### config.mk
export PLATFORM = sky130hd
export DESIGN_NAME = motor_ramp_ctrl
export DESIGN_NICKNAME = d
export VERILOG_FILES = /design/src/rtl/motor_ramp_ctrl.sv
export SDC_FILE = /design/constraint.sdc
export NUM_CORES = 1
export LEC_CHECK = 0
export BUFFER_PORTS_ARGS = -buffer_cell sky130_fd_sc_hd__buf_4
export CORE_MARGIN = 2
export CORE_UTILIZATION = 55
export CTS_BUF_LIST = sky130_fd_sc_hd__clkbuf_8
export DETAILED_ROUTE_END_ITERATION = 8
export HOLD_SLACK_MARGIN = 0.12
export PLACE_DENSITY = 0.74
export SYNTH_ARGS = -nofsm -noshare
export SYNTH_HDL_FRONTEND = slang
export SYNTH_SLANG_ARGS = --single-unit
### constraint.sdc
create_clock -name clk -period 3.8 [get_ports clk]
set_input_delay 0.38 -clock clk [delete_from_list [all_inputs] [get_ports clk]]
set_output_delay 0.38 -clock clk [all_outputs]
set_load 0.01 [all_outputs]
### src/rtl/motor_ramp_ctrl.sv
// Speed/direction sequencer for the PWM motor stage: slews duty toward the target at a
// fixed rate, forces zero duty plus a dead time before any reversal, and handles estop.
module motor_ramp_ctrl #(
  parameter int WIDTH    = 12,
  parameter int STEP_DIV = 5000,
  parameter int STEP     = 16,
  parameter int DEAD_CYC = 1000
) (
  input  logic             clk,
  input  logic             reset,
  input  logic             enable,
  input  logic             estop,
  input  logic [WIDTH-1:0] target,
  input  logic             target_dir,
  output logic [WIDTH-1:0] duty,
  output logic             dir,
  output logic             at_speed,
  output logic             busy,
  output logic [2:0]       state
);

  typedef enum logic [2:0] {
    S_IDLE  = 3'd0,
    S_RAMP  = 3'd1,
    S_HOLD  = 3'd2,
    S_BRAKE = 3'd3,
    S_DEAD  = 3'd4
  } state_t;

  localparam int PW = (STEP_DIV > 1) ? $clog2(STEP_DIV) : 1;
  localparam int DW = (DEAD_CYC > 1) ? $clog2(DEAD_CYC) : 1;
  localparam logic [PW-1:0]  PRE_LAST  = PW'(STEP_DIV - 1);
  localparam logic [DW-1:0]  DEAD_LAST = DW'(DEAD_CYC - 1);
  localparam logic [WIDTH:0] STEP_X    = (WIDTH + 1)'(STEP);

  state_t           state_q, state_d;
  logic [WIDTH-1:0] duty_q, duty_d;
  logic             dir_q, dir_d;
  logic [PW-1:0]    pre_q, pre_d;
  logic [DW-1:0]    dcnt_q, dcnt_d;

  logic             tick;
  logic             mismatch;
  logic [WIDTH-1:0] eff;

  // One extra bit of headroom so the sum/limit can never wrap.
  function automatic logic [WIDTH-1:0] step_up(input logic [WIDTH-1:0] cur,
                                               input logic [WIDTH-1:0] goal);
    logic [WIDTH:0] sum;
    sum = {1'b0, cur} + STEP_X;
    return (sum >= {1'b0, goal}) ? goal : sum[WIDTH-1:0];
  endfunction

  function automatic logic [WIDTH-1:0] step_down(input logic [WIDTH-1:0] cur,
                                                 input logic [WIDTH-1:0] goal);
    logic [WIDTH:0] lim;
    lim = {1'b0, goal} + STEP_X;
    return ({1'b0, cur} <= lim) ? goal : (cur - STEP_X[WIDTH-1:0]);
  endfunction

  assign tick     = (pre_q == PRE_LAST);
  assign pre_d    = tick ? '0 : pre_q + 1'b1;
  assign eff      = enable ? target : '0;
  assign mismatch = (target_dir != dir_q);

  always_comb begin
    state_d = state_q;
    duty_d  = duty_q;
    dir_d   = dir_q;
    dcnt_d  = dcnt_q;
    if (estop) begin
      duty_d  = '0;
      state_d = S_DEAD;
      dcnt_d  = DEAD_LAST;
    end else begin
      case (state_q)
        S_IDLE: begin
          if (mismatch) begin
            state_d = S_DEAD;
            dcnt_d  = DEAD_LAST;
          end else if (eff != '0) begin
            state_d = S_RAMP;
          end
        end
        S_RAMP: begin
          if (mismatch) begin
            state_d = S_BRAKE;
          end else if (duty_q == eff) begin
            state_d = (eff == '0) ? S_IDLE : S_HOLD;
          end else if (tick) begin
            duty_d = (duty_q < eff) ? step_up(duty_q, eff) : step_down(duty_q, eff);
          end
        end
        S_HOLD: begin
          if (mismatch) begin
            state_d = S_BRAKE;
          end else if (eff != duty_q) begin
            state_d = S_RAMP;
          end
        end
        S_BRAKE: begin
          if (duty_q == '0) begin
            state_d = S_DEAD;
            dcnt_d  = DEAD_LAST;
          end else if (tick) begin
            duty_d = step_down(duty_q, '0);
          end
        end
        S_DEAD: begin
          duty_d = '0;
          // Direction may only change here, where duty is already zero.
          if (dcnt_q == '0) begin
            dir_d   = target_dir;
            state_d = S_IDLE;
          end else begin
            dcnt_d = dcnt_q - 1'b1;
          end
        end
        default: begin
          state_d = S_IDLE;
          duty_d  = '0;
        end
      endcase
    end
  end

  always_ff @(posedge clk or posedge reset) begin
    if (reset) begin
      state_q <= S_IDLE;
      duty_q  <= '0;
      dir_q   <= 1'b0;
      pre_q   <= '0;
      dcnt_q  <= '0;
    end else begin
      state_q <= state_d;
      duty_q  <= duty_d;
      dir_q   <= dir_d;
      pre_q   <= pre_d;
      dcnt_q  <= dcnt_d;
    end
  end

  assign duty     = duty_q;
  assign dir      = dir_q;
  assign state    = state_q;
  assign at_speed = (state_q == S_HOLD);
  assign busy     = (state_q != S_IDLE);

endmodule

==> impl_metrics.toml <==
[floorplanning]
io_pins = 35
core_area_sq_um = 6350
start_util_pct = 56.55
die-area_sq_um = 7191
die_h_um = 84.80
fp-row-count = 29
die_x_um = 84.80

[global_routing]
antenna_found_initial = 0
grt_first_pass_wirelength_mm = 15.39
overflow = 0
grt_max_degree = 32
grt_pass1_vias = 3101
grtUsageTotal_pct = 26.53

[sta]
finalCritPeriodShare_pct = 86.51
finalCriticalPeriod_ns = 3.287
final_max_slew_viol_count = 0
hold_viol_final = 0
setup_tns_ns = 0
fmax_mhz = 304.2
skew_ns = 0.01527
rsz0062_at_grt = "no"
setup_violations = 0
relSlewSlack_pct = 61.39
tightest_slew_ns = 0.5739

[pwr]
power_density_nw_per_um2 = 225.3
p_leak_uw = 0.001891
peakVddDrop_mv = 0.3228

[routing]
drt_iter0_markers = 192
wl_mm = 9.062
postRouteAntennaNets = 0
vias = 3301
wl_met1_mm = 4.069
drc_errors = 0
firstDrtPassIters = 4
avgRoutedWirePerCell_um = 17.16
top_layer = "met4"
dr_wl_met2_mm = 4.351
wl_met3_um = 422
routed_via_density = 6.252

[flow_run]
max_cap_viol_count = 0

[clocking]
cts.root.buffer_cell = "clkbuf_8"
post_cts_buffers = 0
cts_buffers = 5
clk_path_buf_depth = 2
path_clk_slew_ns = 0.09
cts_tree = "done"
hold_buffers = 1
htreeDepth = 2
clock_sinks = 39
clock_latency_ns = 0.29
ctsResizeCount = 0

[placement]
hpwl_mm = 7.065
globalplace.congestion = 0.9518
port_buffers = 34

[layout]
insertedDiodeCount = 0
final_cell_mix = "43 x buf_4, 40 x nand2_1, 40 x nor2_1"
syn2layout_area_growth_pct = 12.75
nFillCells = 571
drive_above_1_share_pct = 16.41
utilization_pct = 63.76
finalNetCount = 503
mostFrequentLayoutCell = "buf_4"

[synth]
synth_edf_count = 0
synth_area_sq_um = 3591
syn-num-nets = 466
ys_async_sr_fraction_pct = 100.0
seq_area_frac_synth_pct = 27.18
ys.flop_type = "dfrtp_1"
ys_types = 78
postSynthAreaPerCell_sq_um = 8.695
yosys_warnings = 0
synth_seq_cells = 39
synth_cells = 413

[worst_setup_path]
rr_worst_depth = 12
critPathKind = "in2reg"
cp_max_fo = 18
startpoint_type = "input port"
cp_data_required_time_ns = 4.01
cp_slowest_cell = "or4b_1"
cp_cell_sequence = "buf_4 > nand2_1 > inv_1 > ha_1 > and3_4 > xnor2_1 > ha_1 > a21o_1 > a211oi_1 > o21ai_2 > o21ai_2 > nor2_1 > or4b_1 > o221ai_2"
max_stage_delay_ns = 0.53
crit_path_end_kind = "flip-flop"
cp.arrival_ns = 3.49

[min_path]
hold_depth = 2
hold_class = "in2reg"

[status]
status = "completed"
-- cell usage after synthesis, types with 4 or more instances --
cell type	count	area (sq um)
o21ai_1	4	20.02
inv_1	15	56.30
dfrtp_1	39	975.9
nor2_1	40	150.1
clkbuf_1	4	15.01
a22o_1	7	61.31
a31oi_1	4	25.02
and3_1	16	100.1
buf_2	4	20.02
and2_1	5	31.28
xor2_1	16	140.1
a21o_1	5	37.54
a211oi_1	4	30.03
a21oi_1	14	70.07
nand2_1	40	150.1
nor3_1	12	60.06
xnor2_1	15	131.4
nand3_1	18	90.09
nand4_1	4	25.02
a22oi_1	5	37.54
o21ai_0	17	85.08
ha_1	36	450.4
o221a_1	4	45.04
-- area by class of cell --
class	count	area (sq um)	area share [%]
flip-flops and latches	39	975.9	24.10
multi-input cells	343	2462	60.82
well taps	77	96.34	2.379
clock buffers	6	82.58	2.040
clock inverters	2	35.03	0.8653
repair buffers	44	332.8	8.220
inverters	17	63.81	1.576
-- critical path, delay by kind of cell --
kind	cells	cell delay, ns
buffers and inverters	2	0.28
AND/OR/NAND/NOR	4	1.05
AO/OA/AOI/OAI	5	1.13
XOR/XNOR	1	0.13
adder cells (fa/ha/maj)	2	0.55
-- state kept, by name, summed over array words and instances (netlist names) --
register and cells:
dcnt_q 10, state 3, dir 1, pre_q 13, duty 12
-- layer usage --
metal,track usage (%),up-vias
met4,9.380,0
met3,2.950,20
met2,43.24,114
met5,0,-
met1,36.57,1567
li1,-,1600
-- where the power goes --
part	switching (uW)	internal, uW	leakage [uW]	total [uW]
combinational	74.5	50.0	0.00134	124
clock	151	213	0.0000612	364
sequential	4.87	419	0.000487	424
-- path summary, 6_finish.rpt --
kind	startpoint	to	slack [ns]
setup reg to reg	duty[8]	duty[5]	0.54
hold / removal	target[2]	duty[2]	0.32
hold reg to reg	pre_q[0]	pre_q[0]	0.49
setup / recovery	enable	duty[4]	0.51
min in group asynchronous	reset	pre_q[11]	0.59
max in group asynchronous	reset	dcnt_q[8]	2.49
-- logic make-up (layout without fill, tap and decap cells) --
logic type	Yosys count	after routing	share of synthesized area, %
flip-flops	39	39	27.18
AND/OR/NAND/NOR	175	175	26.69
adder cells (fa/ha/maj)	36	36	12.54
buffers and inverters	31	69	4.251
multiplexers	5	5	1.568
AO/OA/AOI/OAI	96	96	20.21
XOR/XNOR	31	31	7.561
-- stage by stage --
stage / setup WS (ns) / std cells / instance area [sq um] / total power [uW] / hold slack (ns)
2_1_floorplan: 0.6480 / 413 / 3591 / 511.7 / 0.4444
3_3_place_gp: 0.3591 / 519 / 3921 / 553.9 / 0.3581
3_5_place_dp: 0.2382 / 519 / 3921 / 555.5 / 0.3619
4_1_cts: 0.5341 / 528 / 4049 / 919.8 / 0.3171
5_1_grt: 0.3271 / 528 / 4049 / 951.5 / 0.3280
6_report: 0.5128 / 528 / 4049 / 912.4 / 0.3193
No activity file was read; power rests on OpenSTA's default activity.
